==> src/rtl/clk_div_multi.sv <==
// ----------------------------------------------------------------------------
// clk_div_multi
//
// Multi-channel programmable clock divider. Each channel produces a divided
// square wave and a one-cycle tick strobe per period. Both are intended as
// clock enables and timer strobes, not as routed clocks. Each channel can run
// in periodic mode or in one-shot mode. A global sync strobe restarts all
// channels in phase.
//
// Parameters:
//   CHANNELS     number of independent channels (1..16)
//   WIDTH        counter / divisor width in bits
//   DEFAULT_DIV  divisor loaded into every channel at reset
//
// Ports:
//   clk        system clock
//   rst        synchronous reset, active-high
//   en         per-channel count enable (level)
//   load       single-cycle strobe: write load_div/load_mode into load_ch
//   load_ch    target channel for load (out-of-range loads are ignored)
//   load_div   new divisor (0 behaves as 1)
//   load_mode  0 = periodic, 1 = one-shot
//   sync       single-cycle strobe: restart every channel at cnt = 0
//   div_out    divided square outputs, registered
//   tick       one-cycle strobe per period, registered
//   armed      channel may count (one-shot not yet expired)
// ----------------------------------------------------------------------------
module clk_div_multi #(
    parameter  int CHANNELS    = 4,
    parameter  int WIDTH       = 28,
    parameter  int DEFAULT_DIV = 2,
    localparam int CH_W        = (CHANNELS > 1) ? $clog2(CHANNELS) : 1
) (
    input  logic                clk,
    input  logic                rst,
    input  logic [CHANNELS-1:0] en,
    input  logic                load,
    input  logic [CH_W-1:0]     load_ch,
    input  logic [WIDTH-1:0]    load_div,
    input  logic                load_mode,
    input  logic                sync,
    output logic [CHANNELS-1:0] div_out,
    output logic [CHANNELS-1:0] tick,
    output logic [CHANNELS-1:0] armed
);

    logic [WIDTH-1:0]    cnt_q [CHANNELS];
    logic [WIDTH-1:0]    cnt_d [CHANNELS];
    logic [WIDTH-1:0]    div_q [CHANNELS];
    logic [WIDTH-1:0]    div_d [CHANNELS];
    logic [WIDTH-1:0]    div_eff [CHANNELS];
    logic [CHANNELS-1:0] mode_q,    mode_d;
    logic [CHANNELS-1:0] armed_q,   armed_d;
    logic [CHANNELS-1:0] div_out_q, div_out_d;
    logic [CHANNELS-1:0] tick_q,    tick_d;
    logic                load_hit;
    logic                load_out_init;

    // A stored divisor of 0 behaves as 1.
    always_comb begin
        for (int i = 0; i < CHANNELS; i++) begin
            div_eff[i] = (div_q[i] == '0) ? WIDTH'(1) : div_q[i];
        end
    end

    assign load_hit = load && (int'(load_ch) < CHANNELS);

    // Output level at cnt = 0 for the incoming divisor: high only when D == 1,
    // which holds for load_div of 0 or 1.
    assign load_out_init = (load_div <= WIDTH'(1));

    always_comb begin
        // NOTE: every next-state signal gets a hold/default value before any
        // branch, so no path leaves one unassigned and no latch is inferred.
        for (int i = 0; i < CHANNELS; i++) begin
            cnt_d[i]     = cnt_q[i];
            div_d[i]     = div_q[i];
            mode_d[i]    = mode_q[i];
            armed_d[i]   = armed_q[i];
            div_out_d[i] = div_out_q[i];
            tick_d[i]    = 1'b0;

            if (en[i] && armed_q[i]) begin
                if (cnt_q[i] == div_eff[i] - WIDTH'(1)) begin
                    cnt_d[i]  = '0;
                    tick_d[i] = 1'b1;
                    // One-shot channels disarm on the wrap that raises tick.
                    if (mode_q[i]) begin
                        armed_d[i] = 1'b0;
                    end
                end else begin
                    cnt_d[i] = cnt_q[i] + WIDTH'(1);
                end
                div_out_d[i] = (cnt_d[i] >= (div_eff[i] >> 1));
            end

            // sync overrides a coincident wrap: no tick, and a one-shot
            // channel that would have expired this cycle stays armed.
            if (sync) begin
                cnt_d[i]     = '0;
                tick_d[i]    = 1'b0;
                armed_d[i]   = armed_q[i];
                div_out_d[i] = ((div_eff[i] >> 1) == '0);
            end

            // load is applied last so it also wins over sync for its channel.
            if (load_hit && (int'(load_ch) == i)) begin
                div_d[i]     = load_div;
                mode_d[i]    = load_mode;
                cnt_d[i]     = '0;
                armed_d[i]   = 1'b1;
                tick_d[i]    = 1'b0;
                div_out_d[i] = load_out_init;
            end
        end
    end

    // NOTE: state registers use non-blocking assignments so every flop
    // samples the pre-edge value of every other flop.
    always_ff @(posedge clk) begin
        if (rst) begin
            // NOTE: the per-channel arrays are small register files, not RAM,
            // so they are reset explicitly along with the scalar flops.
            for (int i = 0; i < CHANNELS; i++) begin
                cnt_q[i] <= '0;
                div_q[i] <= WIDTH'(DEFAULT_DIV);
            end
            mode_q    <= '0;
            armed_q   <= '1;
            div_out_q <= '0;
            tick_q    <= '0;
        end else begin
            for (int i = 0; i < CHANNELS; i++) begin
                cnt_q[i] <= cnt_d[i];
                div_q[i] <= div_d[i];
            end
            mode_q    <= mode_d;
            armed_q   <= armed_d;
            div_out_q <= div_out_d;
            tick_q    <= tick_d;
        end
    end

    assign div_out = div_out_q;
    assign tick    = tick_q;
    assign armed   = armed_q;

endmodule

==> config.mk <==
export PLATFORM = sky130hd
export DESIGN_NAME = clk_div_multi
export DESIGN_NICKNAME = d
export VERILOG_FILES = /design/src/rtl/clk_div_multi.sv
export SDC_FILE = /design/constraint.sdc
export NUM_CORES = 1
export LEC_CHECK = 0
export BUFFER_PORTS_ARGS = -buffer_cell sky130_fd_sc_hd__buf_2
export CORE_MARGIN = 3
export CORE_UTILIZATION = 55
export CTS_BUF_LIST = sky130_fd_sc_hd__clkbuf_8
export DETAILED_ROUTE_END_ITERATION = 16
export PLACE_DENSITY = 0.72
export SYNTH_ARGS = -nofsm -noshare
export SYNTH_HDL_FRONTEND = slang
export SYNTH_SLANG_ARGS = --single-unit
export TNS_END_PERCENT = 100
==> constraint.sdc <==
create_clock -name clk -period 8.5 [get_ports clk]
set_clock_uncertainty 0.1 [all_clocks]
set_input_delay 1.275 -clock clk [delete_from_list [all_inputs] [get_ports clk]]
set_output_delay 1.275 -clock clk [all_outputs]
set_load 0.01 [all_outputs]
==> results.json, run 1 <==
{
  "cts_max_level": 2,
  "dr.max_layer_used": "met5",
  "clockPowerShare": 0.428,
  "hold_class": "reg2reg",
  "fmax_ghz": 0.1444,
  "pwr-share-comb": 0.157,
  "routedWlPerCell_um": 18.76,
  "fin_nets": 2872,
  "cts_made_buffers": 45,
  "finalCriticalPeriod_ps": 6927,
  "synth-edff-count": 0,
  "fin_tns_setup_ps": 0,
  "synth_cell_types": 81,
  "critical_path_class": "reg2reg",
  "timing.rr.end": "div_out[1]$_SDFFE_PP0P_",
  "reg2reg_depth": 23,
  "hold_start": "mode_q[2]$_SDFFE_PP0P_",
  "peakVddDrop_mv": 0.1343,
  "post-route-period-util": 0.8150,
  "wl_met1_um": 26810,
  "synthToLayoutAreaGrowth_pct": 5.754,
  "layout_setup_ws_ps": 1573,
  "synth_common_cells": "nand2_1 (444), dfxtp_1 (240), a21oi_1 (238), nor2_1 (218), clkbuf_1 (176)",
  "max_cap_viol_count": 0,
  "wl_met3_um": 4366,
  "postPlaceCellArea_um2": 19920,
  "synthArstFlopShare": 0,
  "p_leak_nw": 7.743,
  "track_usage": 0.3043,
  "ios": 51,
  "die_y_um": 195.5,
  "clk_pin_slew_worst_paths_ps": 70,
  "ys_seq_area_frac": 0.2433,
  "synth_most_common_cell": "nand2_1",
  "place_ws_ps": 1665,
  "cts_tree": "done",
  "viasPerCell": 6.212,
  "cts_setup_buffers": 0,
  "syn_avg_cell_area_um2": 7.031,
  "io_buffers": 50,
  "dp_hpwl_um": 44210,
  "pwr-share-seq": 0.415,
  "wl_met2_um": 26950,
  "synth_top_cell_area_share": 0.2433,
  "wirelength_um": 60120,
  "grt_max_degree": 90,
  "antenna_found_initial": 1,
  "chipWidth_um": 195.5,
  "synth_top_area_cell": "dfxtp_1",
  "rrSetupSlack_ps": 1570,
  "critPathLaunch": "div_q[1][10]$_SDFFE_PP0P_",
  "cp-start-kind": "flop",
  "clk-insertion-delay-late_ps": 620,
  "end_kind": "flop",
  "first_global_vias": 18168,
  "synthFlopType": "dfxtp_1",
  "cts_root_buf": "clkbuf_8",
  "drc": 0,
  "cts.path.max_buffers": 3,
  "grt_setup_unrepaired": "no",
  "ant_nets": 0,
  "status": "complete, no violations",
  "relSlewSlack": 0.2001,
  "p_sw_frac": 0.3040,
  "grt_pass1_wl_um": 96030,
  "synth_warnings": 0,
  "synthTopCellsByArea": "dfxtp_1 (24%), nand2_1 (8.4%), ha_1 (7.4%), a21oi_1 (6.0%), xnor2_1 (5.1%)",
  "worst_pin_slew_ps": 1191,
  "first_pass_iters": 6,
  "hold_viol_final": 0,
  "vias": 19908,
  "final-setup-viol-count": 0,
  "cp_data_required_time_ps": 8900,
  "initial_core_util": 0.5646,
  "cts_sinks": 240,
  "initialDrtViolationCount": 1538,
  "postSynthCellCount": 2808,
  "drive_above_1_share": 0.07642,
  "p_sw_mw": 0.8694,
  "synth_seq_cells": 240,
  "min_to": "mode_q[2]$_SDFFE_PP0P_",
  "holdPathStages": 2,
  "die_area_um2": 38210,
  "cts.repair.resized": 0,
  "gr-total-overflow": 0,
  "power_density_nw_per_um2": 137.0,
  "crit_fanout": 39,
  "cts-hold-fix-buffers": 0,
  "syn_nets": 2963,
  "syn_area_um2": 19740,
  "fp-row-count": 68,
  "timing.rr.start": "div_q[1][10]$_SDFFE_PP0P_",
  "arrival_ps": 7330,
  "place_congestion": 0.9493,
  "maxSlewViolCount": 0,
  "finalInstanceArea_um2": 20880,
  "p_int_mw": 1.990,
  "coreArea_um2": 34970
}
-- layer usage --
| metal | track usage | up-vias |
|---|---|---|
| met5 | 0 | - |
| met4 | 0.1077 | 2 |
| met3 | 0.05141 | 141 |
| met2 | 0.4897 | 667 |
| met1 | 0.4123 | 9355 |
| li1 | - | 9743 |
-- placed cells by master (no fill, tap or decap), types with 29 or more instances in the layout --
master	instances
nand4_1	66
o21ai_0	70
dfxtp_1	240
ha_1	116
and3_1	39
nor2_1	216
clkbuf_8	60
inv_1	142
a21oi_1	238
or3_1	45
a21o_1	44
xnor2_1	115
nor4_1	76
a31oi_1	45
nand2_1	444
nor2b_1	36
nand3_1	102
or4_1	33
xor2_1	77
nand2b_1	29
nor3_1	96
buf_2	49
-- power by group through the flow --
stage          registers [mW]  logic, mW  clock network, mW
2_1_floorplan            1.19      0.324                  0
3_3_place_gp             1.21      0.435                  0
3_5_place_dp             1.21      0.440                  0
4_1_cts                  1.18      0.443               1.25
5_1_grt                  1.19      0.494               1.29
6_report                 1.19      0.450               1.22
-- how the worst max path moves through the flow --
stage / end / slack (ps)
after floorplan: div_out[0]$_SDFFE_PP0P_ / 2550
after global placement: div_out[0]$_SDFFE_PP0P_ / 1780
after detailed placement: div_out[1]$_SDFFE_PP0P_ / 1670
after CTS: div_out[1]$_SDFFE_PP0P_ / 1640
after global routing: div_out[1]$_SDFFE_PP0P_ / 930
final: div_out[1]$_SDFFE_PP0P_ / 1570
-- cell families after synthesis --
family	count (synthesis)	share of synthesized area
fa+ha+maj	116	0.07351
mux	16	0.008175
flops	240	0.2433
compound gates	571	0.1813
buf+inv	343	0.06831
simple gates	1330	0.3402
xor+xnor	192	0.08517
-- sequential cells by signal, summed over array words and instances (netlist names) --
| name | flops |
|---|---|
| mode_q | 4 |
| div_q | 112 |
| armed | 4 |
| cnt_q | 112 |
| div_out | 4 |
| tick | 4 |
-- through the flow --
| stage | total power [mW] | util | cells | hold WS (ps) |
|---|---|---|---|---|
| floorplan | 1.516 | - | 2808 | 336.5 |
| detailed placement | 1.649 | 0.5696 | 3125 | 352.5 |
| finish | 2.860 | 0.5971 | 3205 | 361.3 |
| CTS | 2.879 | 0.5970 | 3203 | 361.1 |
| global route | 2.978 | 0.5970 | 3203 | 395.3 |
| global placement | 1.643 | 0.5696 | 3125 | 348.4 |
-- worst max-delay path: stages, from the launching register on --
cell and delay [ps]:
dfxtp_1 360, nor4_1 660, nand4_1 450, o31ai_1 710, inv_1 110, ha_1 320
xor2_1 150, o221a_2 210, nand4_1 90, or4_1 540, a2111oi_0 480, nand4_1 170
nor3_2 610, buf_4 480, nor2_1 100, ha_1 320, a21o_1 180, a21o_1 170
a21oi_1 150, nor2b_1 60, o21ai_0 140, nand2_1 70, nor2_1 100, a31oi_1 80
-- area by class of cell --
type / count / area (µm²)
Antenna cell: 2 / 5.005
Clock buffer: 60 / 825.8
Clock inverter: 18 / 131.4
Fill cell: 3302 / 14090
Inverter: 132 / 495.5
Multi-Input combinational cell: 2225 / 13610
Sequential cell: 240 / 4805
Tap cell: 455 / 569.3
Timing Repair Buffer: 73 / 437.9
No activity file was read; power rests on OpenSTA's default activity.
==> inputs of run 2 (changes only) <==
--- a/config.mk
+++ b/config.mk
@@ -5,6 +5,7 @@
 export SDC_FILE = /design/constraint.sdc
 export NUM_CORES = 1
 export LEC_CHECK = 0
+export ABC_AREA = 1
 export BUFFER_PORTS_ARGS = -buffer_cell sky130_fd_sc_hd__buf_2
 export CORE_MARGIN = 3
 export CORE_UTILIZATION = 55
==> constraint.sdc (replaced) <==
create_clock -name clk -period 6.38 [get_ports clk]
set_clock_uncertainty 0.1 [all_clocks]
set_input_delay 0.957 -clock clk [delete_from_list [all_inputs] [get_ports clk]]
set_output_delay 0.957 -clock clk [all_outputs]
set_load 0.01 [all_outputs]
==> results.json, run 2 <==
{
  "status": "complete, no violations",
  "rrSetupSlack_ps": 770,
  "track_usage": 0.3353,
  "wl_met2_um": 31370,
  "slowest_delay_ps": 450,
  "p_int_mw": 2.778,
  "synthToLayoutAreaGrowth_pct": 7.584,
  "postSynthCellCount": 3158,
  "peakVddDrop_mv": 0.2213,
  "worst_pin_slew_ps": 1004,
  "fp-row-count": 68,
  "synth_warnings": 0,
  "synth_seq_cells": 240,
  "ios": 51,
  "cp_data_required_time_ps": 6780,
  "chipWidth_um": 195.0,
  "synth_cell_types": 48,
  "io_buffers": 50,
  "finalCriticalPeriod_ps": 5611,
  "reg2reg_depth": 43,
  "gr-total-overflow": 0,
  "maxSlewViolCount": 0,
  "syn_area_um2": 19650,
  "power_density_nw_per_um2": 202.6,
  "synth_top_area_cell": "dfxtp_1",
  "syn_avg_cell_area_um2": 6.222,
  "hold_class": "reg2reg",
  "relSlewSlack": 0.3299,
  "synthFlopType": "dfxtp_1",
  "critical_path_class": "reg2reg",
  "ys_seq_area_frac": 0.2445,
  "crit_fanout": 23,
  "arrival_ps": 6010,
  "cts.path.max_buffers": 3,
  "synth_most_common_cell": "nand2_1",
  "finalNonFillerCells": 3658,
  "end_kind": "flop",
  "vias": 20792,
  "cts_root_buf": "clkbuf_8",
  "clk-insertion-delay-late_ps": 630,
  "fmax_ghz": 0.1782,
  "final-setup-viol-count": 0,
  "cts_tree": "done",
  "wirelength_um": 66050,
  "first_pass_iters": 6,
  "grt_max_degree": 72,
  "place_ws_ps": 715.7,
  "cts_setup_buffers": 0,
  "ant_nets": 0,
  "timing.rr.start": "div_q[1][20]$_SDFFE_PP0P_",
  "holdPathStages": 2,
  "crit_family": "simple AND/OR/NAND/NOR gates",
  "final_cell_mix": "nand2_1 (584), inv_1 (537), nor2_1 (321)",
  "die_area_um2": 38030,
  "max_cap_viol_count": 0,
  "die_y_um": 195.0,
  "synthTopCellsByArea": "dfxtp_1 (24%), nand2_1 (11%), inv_1 (9.9%), ha_1 (7.4%), a21oi_1 (6.8%)",
  "hold_viol_final": 0,
  "synth_common_cells": "nand2_1 (585), inv_1 (520), nor2_1 (324), a21oi_1 (267), o21ai_0 (262)",
  "initialDrtViolationCount": 1561,
  "clockPowerShare": 0.380,
  "place_congestion": 0.9940,
  "syn_nets": 3313,
  "dp_hpwl_um": 51600,
  "whs_ps": 399.3,
  "wl_met3_um": 4557,
  "placed_cells": 3574,
  "first_global_vias": 19887,
  "post-route-period-util": 0.8795,
  "reg_top3": "cnt_q x112, div_q x112",
  "postPlaceCellArea_um2": 20180,
  "finalInstanceArea_um2": 21140,
  "min_to": "armed[3]$_SDFFE_PP1P_",
  "cts_sinks": 240,
  "viasPerCell": 5.684,
  "cp_slowest_cell": "dfxtp_1",
  "cts_max_level": 2,
  "critPathBufInv": 3,
  "dr.max_layer_used": "met4",
  "coreArea_um2": 34880,
  "p_sw_mw": 1.504,
  "pwr-share-comb": 0.232,
  "drc": 0,
  "initial_core_util": 0.5633,
  "hold_start": "armed[3]$_SDFFE_PP1P_",
  "synthArstFlopShare": 0,
  "cp-start-kind": "flop",
  "grt_pass1_wl_um": 103200,
  "grt_setup_unrepaired": "no",
  "final_util": 0.6060,
  "timing.rr.end": "div_out[1]$_SDFFE_PP0P_",
  "fin_nets": 3323,
  "p_leak_nw": 10.53,
  "fin_tns_setup_ps": 0,
  "diodes": 0,
  "synth_top_cell_area_share": 0.2445,
  "cpMostUsedCell": "nand2_1",
  "wl_met1_um": 26800,
  "synth-edff-count": 0,
  "pwr-share-seq": 0.388,
  "power_mw": 4.282,
  "cts_made_buffers": 47,
  "final_common_cell": "nand2_1",
  "drive_above_1_share": 0.06962,
  "p_sw_frac": 0.3511,
  "clk_pin_slew_worst_paths_ps": 60,
  "routedWlPerCell_um": 18.06,
  "layout_setup_ws_ps": 769.0,
  "antenna_found_initial": 1
}
[run 2: worst min-delay path: stages (launching register included)]
cell and delay (ps):
dfxtp_1 320, nand2_1 60, nand3_1 60
[run 2: layer usage]
layer	vias up	track usage
met5	-	0
met4	0	0.1587
met2	784	0.5813
met1	9510	0.4041
met3	195	0.05745
li1	10303	-
[run 2: layout make-up]
cell class	instances	area (µm²)
Clock buffer	64	880.8
Clock inverter	20	77.57
Fill cell	3457	13740
Inverter	532	1997
Multi-Input combinational cell	2282	12450
Sequential cell	240	4805
Tap cell	455	569.3
Timing Repair Buffer	65	362.8
[run 2: how the worst max path moves through the flow]
stage / start / cells past startpoint / slack, ps / endpoint
6_report: div_q[1][20]$_SDFFE_PP0P_ / 43 / 770 / div_out[1]$_SDFFE_PP0P_
5_1_grt: div_q[3][20]$_SDFFE_PP0P_ / 39 / 170 / div_out[3]$_SDFFE_PP0P_
4_1_cts: div_q[3][21]$_SDFFE_PP0P_ / 39 / 710 / div_out[3]$_SDFFE_PP0P_
3_5_place_dp: div_q[3][20]$_SDFFE_PP0P_ / 39 / 720 / div_out[3]$_SDFFE_PP0P_
3_3_place_gp: div_q[3][20]$_SDFFE_PP0P_ / 39 / 860 / div_out[3]$_SDFFE_PP0P_
2_1_floorplan: div_q[3][4]$_SDFFE_PP0P_ / 41 / 2010 / div_out[3]$_SDFFE_PP0P_
[run 2: power groups by stage]
| stage | registers [mW] | logic [mW] | clock network, mW |
|---|---|---|---|
| 2_1_floorplan | 1.65 | 0.723 | 0 |
| 3_3_place_gp | 1.69 | 0.959 | 0 |
| 3_5_place_dp | 1.69 | 0.970 | 0 |
| 4_1_cts | 1.66 | 0.976 | 1.65 |
| 5_1_grt | 1.67 | 1.12 | 1.72 |
| 6_report | 1.66 | 0.996 | 1.63 |
[run 2: logic make-up (layout without fill, tap and decap cells)]
family	Yosys count	count (layout)	synth area share
AND/OR/NAND/NOR	1398	1398	0.3204
buffers and inverters	636	681	0.1230
AO/OA/AOI/OAI	578	578	0.1535
flip-flops	240	240	0.2445
XOR/XNOR	190	190	0.08469
adder cells (fa/ha/maj)	116	116	0.07387
[run 2: what timing repair did]
item | CTS | global route
hold endpoints to repair | 0 | 0
gates resized for setup | 0 | 1
hold buffers | 0 | 0
setup endpoints to repair | 0 | 1
==> inputs of run 3 (changes only) <==
--- a/config.mk
+++ b/config.mk
@@ -11,7 +11,7 @@
 export CORE_UTILIZATION = 55
 export CTS_BUF_LIST = sky130_fd_sc_hd__clkbuf_8
 export DETAILED_ROUTE_END_ITERATION = 16
-export PLACE_DENSITY = 0.72
+export PLACE_DENSITY = 0.74
 export SYNTH_ARGS = -nofsm -noshare
 export SYNTH_HDL_FRONTEND = slang
 export SYNTH_SLANG_ARGS = --single-unit
==> constraint.sdc (replaced) <==
create_clock -name clk -period 4.6 [get_ports clk]
set_clock_uncertainty 0.1 [all_clocks]
set_input_delay 0.69 -clock clk [delete_from_list [all_inputs] [get_ports clk]]
set_output_delay 0.69 -clock clk [all_outputs]
set_load 0.01 [all_outputs]
==> results.json, run 3 (synthesis gave the netlist of run 2 again) <==
{
  "wirelength_um": 67250,
  "synthToLayoutAreaGrowth_pct": 17.30,
  "grt_max_degree": 61,
  "fillCellCount": 3261,
  "wl_met2_um": 32150,
  "place_congestion": 0.9954,
  "io_buffers": 50,
  "max_cap_viol_count": 0,
  "wl_met1_um": 27680,
  "arrival_ps": 4950,
  "cpMostUsedCell": "nand2_1",
  "power_mw": 6.021,
  "status": "complete, no violations",
  "hold_class": "in2reg",
  "cts_max_level": 2,
  "drive_above_1_share": 0.1708,
  "die_y_um": 195.0,
  "final_common_cell": "nand2_1",
  "end_kind": "flop",
  "cts_root_buf": "clkbuf_8",
  "ios": 51,
  "die_area_um2": 38030,
  "fin_nets": 3477,
  "power_density_nw_per_um2": 261.2,
  "fin_tns_setup_ps": 0,
  "grt_pass1_wl_um": 103200,
  "post-route-period-util": 0.9852,
  "final-setup-viol-count": 0,
  "ant_nets": 0,
  "gr-total-overflow": 0,
  "slowest_delay_ps": 410,
  "track_usage": 0.3334,
  "initialDrtViolationCount": 1507,
  "antenna_found_initial": 1,
  "cts_tree": "done",
  "cp-start-kind": "flop",
  "critical_path_class": "reg2reg",
  "initial_core_util": 0.5633,
  "peakVddDrop_mv": 0.2610,
  "reg_top3": "cnt_q x112, div_q x112",
  "hold_viol_final": 0,
  "p_leak_nw": 11.40,
  "cts-hold-fix-buffers": 0,
  "wl_met3_um": 4550,
  "dp_hpwl_um": 51770,
  "fp-row-count": 68,
  "clk_pin_slew_worst_paths_ps": 60,
  "routedWlPerCell_um": 17.68,
  "first_global_vias": 19955,
  "first_pass_iters": 6,
  "diodes": 0,
  "cts_made_buffers": 45,
  "cts_sinks": 240,
  "whs_ps": 228.7,
  "cts.path.max_buffers": 3,
  "maxSlewViolCount": 0,
  "coreArea_um2": 34880,
  "crit_fanout": 6,
  "finalCriticalPeriod_ps": 4532,
  "cp_slowest_cell": "a2111oi_1",
  "clk-insertion-delay-late_ps": 640,
  "relSlewSlack": 0.3755,
  "grt_setup_unrepaired": "yes",
  "cp_data_required_time_ps": 5020,
  "fmax_ghz": 0.2206,
  "chipWidth_um": 195.0,
  "vias": 21483,
  "final_util": 0.6607,
  "dr.max_layer_used": "met4",
  "drc": 0,
  "worst_pin_slew_ps": 935.8,
  "final_cell_mix": "nand2_1 (551), inv_1 (515), nor2_1 (285)",
  "viasPerCell": 5.647
}
-- run 3: cell types whose count changed in the layout (fill, tap and decap cells not counted), sizes merged --
cell,before,now
buf,65,218
inv,549,536
clkinv,3,10
clkbuf,64,63
-- run 3: per-layer routing --
layer  global-route usage  up-vias
li1                     -    10600
met1               0.4184     9893
met2               0.5726      802
met3              0.04710      188
met4               0.1431        0
met5                    0        -
-- run 3: final timing paths --
kind | startpoint | end | slack, ps | cells past startpoint
hold / removal | rst | mode_q[3]$_SDFFE_PP0P_ | 230 | 2
setup reg to reg | div_q[3][0]$_SDFFE_PP0P_ | div_out[3]$_SDFFE_PP0P_ | 70 | 35
hold reg to reg | mode_q[3]$_SDFFE_PP0P_ | mode_q[3]$_SDFFE_PP0P_ | 380 | 2
setup / recovery | div_q[3][0]$_SDFFE_PP0P_ | div_out[3]$_SDFFE_PP0P_ | 70 | 35
-- run 3: layout make-up --
class	count	area, µm²	area share
clock buffer	60	825.8	0.03583
clock inverter	14	62.56	0.002714
inverter	532	2002	0.08686
multi-input combinational	2282	13000	0.5640
sequential	240	4935	0.2141
tap	455	569.3	0.02470
timing repair buffer	221	1655	0.07182
-- run 3: worst max-delay path, delay by kind of cell (launching register included) --
family	cells	cell delay [ps]
xor+xnor	1	150
fa+ha+maj	2	520
buf+inv	6	580
compound gates	4	670
simple gates	22	2050
flops	1	330
-- run 3: through the flow --
step                      worst slack [ps]  instance area (µm²)  instances
after detailed placement           -0.7132                21100       3693
after global placement               49.10                21100       3693
after CTS                            22.56                22000       3767
final                                67.92                23050       3804
after global routing                -282.1                23050       3804
after floorplan                      232.3                19650       3158
-- run 3: where the power goes --
group          switching [mW]  leakage [nW]  internal [mW]
clock network            1.01         0.495           1.15
registers               0.108          1.99           2.17
logic                    1.00          8.92          0.575
-- run 3: what timing repair did --
item,CTS,global route
setup buffers,0,34
gates resized for setup,3,243
pin swaps,0,72
endpoints found under the setup margin,2,4
cloned,0,3
